==> src/rtl/wb_port_arbiter.sv <==
// wb_port_arbiter: shares two regfile write ports between two pipeline lanes and a queued
// long-latency result stream. Optional feature macro: WB_LL_BYPASS_EN (direct ll->port bypass).
module wb_port_arbiter #(
  parameter int REG_ADDR_W = 5,
  parameter int DATA_W     = 32,
  parameter int LLQ_DEPTH  = 2,
  parameter int STARVE_MAX = 4
) (
  input  logic                       clk,
  input  logic                       rst_n,
  input  logic                       l0_we,
  input  logic [REG_ADDR_W-1:0]      l0_waddr,
  input  logic [DATA_W-1:0]          l0_wdata,
  input  logic                       l0_num,
  input  logic                       l1_we,
  input  logic [REG_ADDR_W-1:0]      l1_waddr,
  input  logic [DATA_W-1:0]          l1_wdata,
  input  logic                       l1_num,
  input  logic                       ll_valid,
  output logic                       ll_ready,
  input  logic [REG_ADDR_W-1:0]      ll_waddr,
  input  logic [DATA_W-1:0]          ll_wdata,
  output logic                       rf_we0,
  output logic [REG_ADDR_W-1:0]      rf_waddr0,
  output logic [DATA_W-1:0]          rf_wdata0,
  output logic                       rf_we1,
  output logic [REG_ADDR_W-1:0]      rf_waddr1,
  output logic [DATA_W-1:0]          rf_wdata1,
  output logic                       stall_req,
  output logic [$clog2(LLQ_DEPTH):0] ll_count
);

  localparam int PTR_W  = $clog2(LLQ_DEPTH);
  localparam int CNT_W  = PTR_W + 1;
  localparam int SCNT_W = $clog2(STARVE_MAX + 1);

  typedef struct packed {
    logic [REG_ADDR_W-1:0] addr;
    logic [DATA_W-1:0]     data;
  } ll_entry_t;

  ll_entry_t             mem_q [LLQ_DEPTH];
  logic [PTR_W-1:0]      rd_ptr_q, rd_ptr_d, wr_ptr_q, wr_ptr_d;
  logic [CNT_W-1:0]      count_q, count_d;
  logic [SCNT_W-1:0]     starve_q, starve_d;
  logic                  stall_q, stall_d;
  logic                  rf_we0_q, rf_we0_d, rf_we1_q, rf_we1_d;
  logic [REG_ADDR_W-1:0] rf_waddr0_q, rf_waddr0_d, rf_waddr1_q, rf_waddr1_d;
  logic [DATA_W-1:0]     rf_wdata0_q, rf_wdata0_d, rf_wdata1_q, rf_wdata1_d;

  logic                  l0_act, l1_act, lane_conflict, l0_wr, l1_wr;
  logic                  ll_ready_int, push, bypass;
  logic [1:0]            n_pop;
  ll_entry_t             head, second, cand, incoming;

  // An ll entry is written only if its target is non-zero and no surviving lane write hits it;
  // lane instructions are always younger than anything already returned by the ll unit.
  function automatic logic entry_writes(input ll_entry_t e,
                                        input logic w0, input logic [REG_ADDR_W-1:0] a0,
                                        input logic w1, input logic [REG_ADDR_W-1:0] a1);
    return (e.addr != '0) && !(w0 && (e.addr == a0)) && !(w1 && (e.addr == a1));
  endfunction

  always_comb begin
    l0_act        = l0_we && (l0_waddr != '0);
    l1_act        = l1_we && (l1_waddr != '0);
    lane_conflict = l0_act && l1_act && (l0_waddr == l1_waddr);
    // On a same-register collision the younger (num==0) lane wins.
    l0_wr         = l0_act && !(lane_conflict && l0_num);
    l1_wr         = l1_act && !(lane_conflict && !l0_num);
  end

  always_comb begin
    // NOTE: every signal assigned here gets a default first, so no path can infer a latch.
    head         = mem_q[rd_ptr_q];
    second       = mem_q[rd_ptr_q + PTR_W'(1)];
    cand         = head;
    incoming     = '{addr: ll_waddr, data: ll_wdata};
    ll_ready_int = count_q < CNT_W'(LLQ_DEPTH);
    n_pop        = 2'd0;
    bypass       = 1'b0;
    rf_we0_d     = l0_wr;
    rf_waddr0_d  = l0_wr ? l0_waddr : '0;
    rf_wdata0_d  = l0_wr ? l0_wdata : '0;
    rf_we1_d     = l1_wr;
    rf_waddr1_d  = l1_wr ? l1_waddr : '0;
    rf_wdata1_d  = l1_wr ? l1_wdata : '0;

    if (!l0_wr) begin
      if (count_q != '0) begin
        n_pop = 2'd1;
        if (entry_writes(head, l0_wr, l0_waddr, l1_wr, l1_waddr)) begin
          rf_we0_d    = 1'b1;
          rf_waddr0_d = head.addr;
          rf_wdata0_d = head.data;
        end
      end
`ifdef WB_LL_BYPASS_EN
      else if (ll_valid) begin
        bypass = 1'b1;
        if (entry_writes(incoming, l0_wr, l0_waddr, l1_wr, l1_waddr)) begin
          rf_we0_d    = 1'b1;
          rf_waddr0_d = incoming.addr;
          rf_wdata0_d = incoming.data;
        end
      end
`endif
    end

    if (!l1_wr) begin
      if (count_q > CNT_W'(n_pop)) begin
        cand  = (n_pop == 2'd0) ? head : second;
        n_pop = n_pop + 2'd1;
        if (entry_writes(cand, l0_wr, l0_waddr, l1_wr, l1_waddr)) begin
          rf_we1_d    = 1'b1;
          rf_waddr1_d = cand.addr;
          rf_wdata1_d = cand.data;
        end
      end
`ifdef WB_LL_BYPASS_EN
      else if ((count_q == '0) && ll_valid && !bypass) begin
        bypass = 1'b1;
        if (entry_writes(incoming, l0_wr, l0_waddr, l1_wr, l1_waddr)) begin
          rf_we1_d    = 1'b1;
          rf_waddr1_d = incoming.addr;
          rf_wdata1_d = incoming.data;
        end
      end
`endif
    end

    push     = ll_valid && ll_ready_int && !bypass;
    count_d  = count_q + CNT_W'(push) - CNT_W'(n_pop);
    wr_ptr_d = wr_ptr_q + PTR_W'(push);
    rd_ptr_d = rd_ptr_q + PTR_W'(n_pop);

    // Head-wait counter saturates at STARVE_MAX; the stall holds until something drains.
    if ((count_q == '0) || (n_pop != 2'd0)) begin
      starve_d = '0;
      stall_d  = 1'b0;
    end else begin
      starve_d = (starve_q < SCNT_W'(STARVE_MAX)) ? starve_q + SCNT_W'(1) : starve_q;
      stall_d  = stall_q || (starve_q == SCNT_W'(STARVE_MAX));
    end
  end

  // NOTE: non-blocking assignments so every flop samples pre-edge values on the same clock.
  always_ff @(posedge clk or negedge rst_n) begin
    if (!rst_n) begin
      rd_ptr_q    <= '0;
      wr_ptr_q    <= '0;
      count_q     <= '0;
      starve_q    <= '0;
      stall_q     <= 1'b0;
      rf_we0_q    <= 1'b0;
      rf_waddr0_q <= '0;
      rf_wdata0_q <= '0;
      rf_we1_q    <= 1'b0;
      rf_waddr1_q <= '0;
      rf_wdata1_q <= '0;
    end else begin
      rd_ptr_q    <= rd_ptr_d;
      wr_ptr_q    <= wr_ptr_d;
      count_q     <= count_d;
      starve_q    <= starve_d;
      stall_q     <= stall_d;
      rf_we0_q    <= rf_we0_d;
      rf_waddr0_q <= rf_waddr0_d;
      rf_wdata0_q <= rf_wdata0_d;
      rf_we1_q    <= rf_we1_d;
      rf_waddr1_q <= rf_waddr1_d;
      rf_wdata1_q <= rf_wdata1_d;
    end
  end

  // NOTE: queue storage is deliberately not reset; count and pointers alone decide which
  // entries are live, so stale contents after reset are never observed.
  always_ff @(posedge clk) begin
    if (push) mem_q[wr_ptr_q] <= incoming;
  end

  assign ll_ready  = ll_ready_int;
  assign ll_count  = count_q;
  assign stall_req = stall_q;
  assign rf_we0    = rf_we0_q;
  assign rf_waddr0 = rf_waddr0_q;
  assign rf_wdata0 = rf_wdata0_q;
  assign rf_we1    = rf_we1_q;
  assign rf_waddr1 = rf_waddr1_q;
  assign rf_wdata1 = rf_wdata1_q;

endmodule

==> config.mk <==
export PLATFORM = sky130hd
export DESIGN_NAME = wb_port_arbiter
export DESIGN_NICKNAME = d
export VERILOG_FILES = /design/src/rtl/wb_port_arbiter.sv
export SDC_FILE = /design/constraint.sdc
export NUM_CORES = 1
export LEC_CHECK = 0
export BUFFER_PORTS_ARGS = -buffer_cell sky130_fd_sc_hd__buf_2
export CAP_MARGIN = 20
export CORE_MARGIN = 2
export CORE_UTILIZATION = 45
export CTS_CLUSTER_DIAMETER = 60
export DETAILED_ROUTE_END_ITERATION = 8
export PLACE_DENSITY_LB_ADDON = 0.25
export SLEW_MARGIN = 20
export SYNTH_ARGS = -nofsm -noshare
export SYNTH_HDL_FRONTEND = slang
export SYNTH_SLANG_ARGS = --single-unit
export TNS_END_PERCENT = 30
==> constraint.sdc <==
create_clock -name clk -period 2.27 [get_ports clk]
set_input_delay 0.1135 -clock clk [delete_from_list [all_inputs] [get_ports clk]]
set_output_delay 0.1135 -clock clk [all_outputs]
set_load 0.05 [all_outputs]
==> impl_metrics.csv <==
group,metric,value,unit
outcome,run_status,"finished, violations left",
outcome,violations,"setup timing",
placed_design,io_buffers,196,
clock_network,cts_tree,"yes",
floorplan,fp.dieArea,16070,um2
critical_path,worstPathCellList,"inv_2 > a211oi_2 > a211oi_4 > mux2_4 > a221o_2 > buf_12 > a32o_1",
critical_path,r2r-end,"rf_waddr1[4]",
pwr,powerDensity,1274,nW/um2
finish,final_util,0.6899,
finish,area_growth,48.98,%
floorplan,die_h,126.8,um
timing,fin_skew,0.009894,ns
floorplan,io_pins,198,
logic_synthesis,synth_cells,510,
critical_path,endpoint_kind,"register",
route,drt_first_iter_violations,399,
timing,worst_slew_pin_slew,0.6614,ns
timing,setup_violations,1,
logic_synthesis,synth_seq_cells,158,
route,drt_wl_total,19550,um
critical_path,reg2reg_slack,-0.004,ns
placed_design,dpl_cell_area,8388,um2
flow_run,drv_cap,0,
logic_synthesis,ys_types,34,
critical_path,critPathSlowestCell,"dfrtp_2",
timing,timing.final.ws_setup,-0.003667,ns
critical_path,slowest_delay,0.46,ns
timing,grt_setup_unrepaired,"yes",
grt,antenna_found_initial,0,
critical_path,worst-path-buf-inv,2,
finish,nets,973,
logic_synthesis,synth_edf_count,74,
critical_path,critical_path_class,"register to register",
logic_synthesis,syn_area,6782,um2
finish,design_area,10100,um2
route,drc,0,
placed_design,dpl.cell_count,909,
route,drt-pass1-iter-count,5,
grt,first_global_vias,5903,
finish,layout-drive-gt1-share,0.3612,
critical_path,critPathArrivalTime,2.57,ns
logic_synthesis,synthArstFlopShare,0.5316,
timing,period_minus_slack,2.274,ns
logic_synthesis,synth_fp_nets,635,
logic_synthesis,yosysSeqAreaShare,0.6376,
clock_network,clock_sinks,158,
clock_network,path_clk_slew,0.06,ns
pwr,ir_drop,0.0005942,V
logic_synthesis,syn_avg_cell_area,13.30,um2
grt,grt_start_max_net_pins,62,
hold_path,hold_path_depth,2,
timing,relSlewSlack,0.5591,
critical_path,r2r_start,"rd_ptr_q",
logic_synthesis,ys_top_cells_by_count,"84 x dfrtp_1, 74 x edfxtp_1, 71 x mux2i_1",
floorplan,die_w,126.8,um
floorplan,core_area,14640,um2
timing,hold_slack,0.03814,ns
logic_synthesis,synth_area_leaders,"edfxtp_1 33%, dfrtp_1 31%, mux2i_1 10%",
pwr,p_leak,4.598,nW
hold_path,min_path_type,"input port to register",
route,vias,5554,
logic_synthesis,ys_warn_count,0,
grt,grtUsageTotal,0.2476,
logic_synthesis,synth_ff_type,"dfrtp_1",
logic_synthesis,yosys.area.top_type,"edfxtp_1",
route,ant_nets,0,
grt,grt.overflow.total,0,
placed_design,hpwl,12330,um
placed_design,place_congestion,0.8388,
floorplan,num_rows,44,
route,via_per_inst,5.315,
timing,tns,-0.003667,ns
critical_path,cp.required,2.57,ns
clock_network,clockBufferDepth,2,
clock_network,cts_htree_levels,4,
clock_network,insertion_delay,0.42,ns
logic_synthesis,yosysMostFrequentCell,"dfrtp_1",
timing,fmax,0.4398,GHz
placed_design,dpl_worst_slack,-0.5339,ns
grt,grt_pass1_wl,30610,um
hold_path,hold_start,"l1_waddr[2]",
critical_path,crit_family,"compound AO/OA/AOI/OAI gates",
finish,nFillCells,1071,
timing,hold_viol_final,0,
logic_synthesis,synth_top_area_frac,0.3277,
finish,n_antenna_cell,0,
hold_path,whs_endpoint,"rf_waddr1[2]",
critical_path,start_kind,"register",
clock_network,cts_root_buffer,"clkbuf_16",
finish,fin_cells,1045,
clock_network,numCtsBuffers,17,
floorplan,initial_core_util,0.4631,
route,wl_per_cell,18.71,um
critical_path,worstRegToRegCells,7,
timing,finalCritPeriodShare,1.002,
timing,slew_viol_final,0,
pwr,finalPower,12.88,mW
critical_path,crit_fanout,27,
## worst register-to-register path, stage by stage (launching register included)
cell	delay [ns]
dfrtp_2	0.46
inv_2	0.11
a211oi_2	0.06
a211oi_4	0.34
mux2_4	0.34
a221o_2	0.40
buf_12	0.19
a32o_1	0.25
## placed cells by master (no fill, tap or decap), types with 5 or more instances in the layout
cell	count
o31ai_1	32
nand2_1	42
dlygate4sd3_1	102
mux2i_1	69
buf_2	195
clkbuf_16	17
xor2_1	9
ha_1	5
buf_12	8
a32o_1	36
nor2_1	51
dfrtp_1	82
buf_4	47
inv_1	11
xnor2_1	11
edfxtp_1	74
## logic make-up after synthesis
family,count (synthesis),share of synthesized area
buffers and inverters,49,0.03118
adder cells (fa/ha/maj),7,0.01291
AO/OA/AOI/OAI,92,0.1155
AND/OR/NAND/NOR,108,0.06384
flip-flops,158,0.6376
XOR/XNOR,20,0.02583
multiplexers,76,0.1131
## how the worst max path moves through the flow
stage | from | end | slack [ns] | cells past startpoint
after CTS | ll_count[0] | rf_waddr1[4] | -0.01 | 9
final | rd_ptr_q | rf_waddr1[4] | -0.004 | 7
after global placement | l0_waddr[1] | rf_wdata1[19] | -0.35 | 10
after global routing | rd_ptr_q | rf_waddr1[4] | -0.08 | 7
after floorplan | ll_count[1] | rf_wdata1[10] | -0.30 | 9
after detailed placement | l1_waddr[2] | rf_waddr1[4] | -0.53 | 10
## flip-flops by register name (all words and copies together) (netlist names)
signal,flops
wr_ptr_q,1
mem_q,74
rf_waddr1,5
rd_ptr_q,1
rf_wdata1,32
rf_waddr0,5
rf_wdata0,32
rf_we1,1
ll_count,2
starve_q,3
stall_req,1
rf_we0,1
## repair_timing
action	4_1_cts	5_1_grt
pin swaps	1	2
endpoints found under the hold margin	179	0
setup buffers	2	0
hold buffers	102	0
setup endpoints to repair	37	55
gates resized for setup	7	6
## per-layer routing
layer / vias to the layer above / track usage / part of all wire
li1: 2569 / - / -
met3: 40 / 0.04429 / 0.054
met1: 2745 / 0.2991 / 0.40
met2: 200 / 0.4410 / 0.52
met5: - / 0 / 0
met4: 0 / 0.09890 / 0.023
## area by class of cell
| class | count | area [um2] | area share |
|---|---|---|---|
| Sequential cell | 158 | 4327 | 0.4282 |
| Tap cell | 184 | 230.2 | 0.02279 |
| Timing Repair Buffer | 354 | 2532 | 0.2507 |
| Clock inverter | 13 | 186.4 | 0.01845 |
| Clock buffer | 19 | 442.9 | 0.04384 |
| Multi-Input combinational cell | 303 | 2328 | 0.2305 |
| Inverter | 14 | 56.30 | 0.005573 |
## power breakdown
group | leakage (nW) | internal, mW | switching, mW
clock network | 0.301 | 1.88 | 1.16
registers | 1.71 | 3.76 | 0.288
logic | 2.59 | 2.05 | 3.74
total | 4.60 | 7.69 | 5.19
Note: power is estimated with default switching activity, not from simulation.
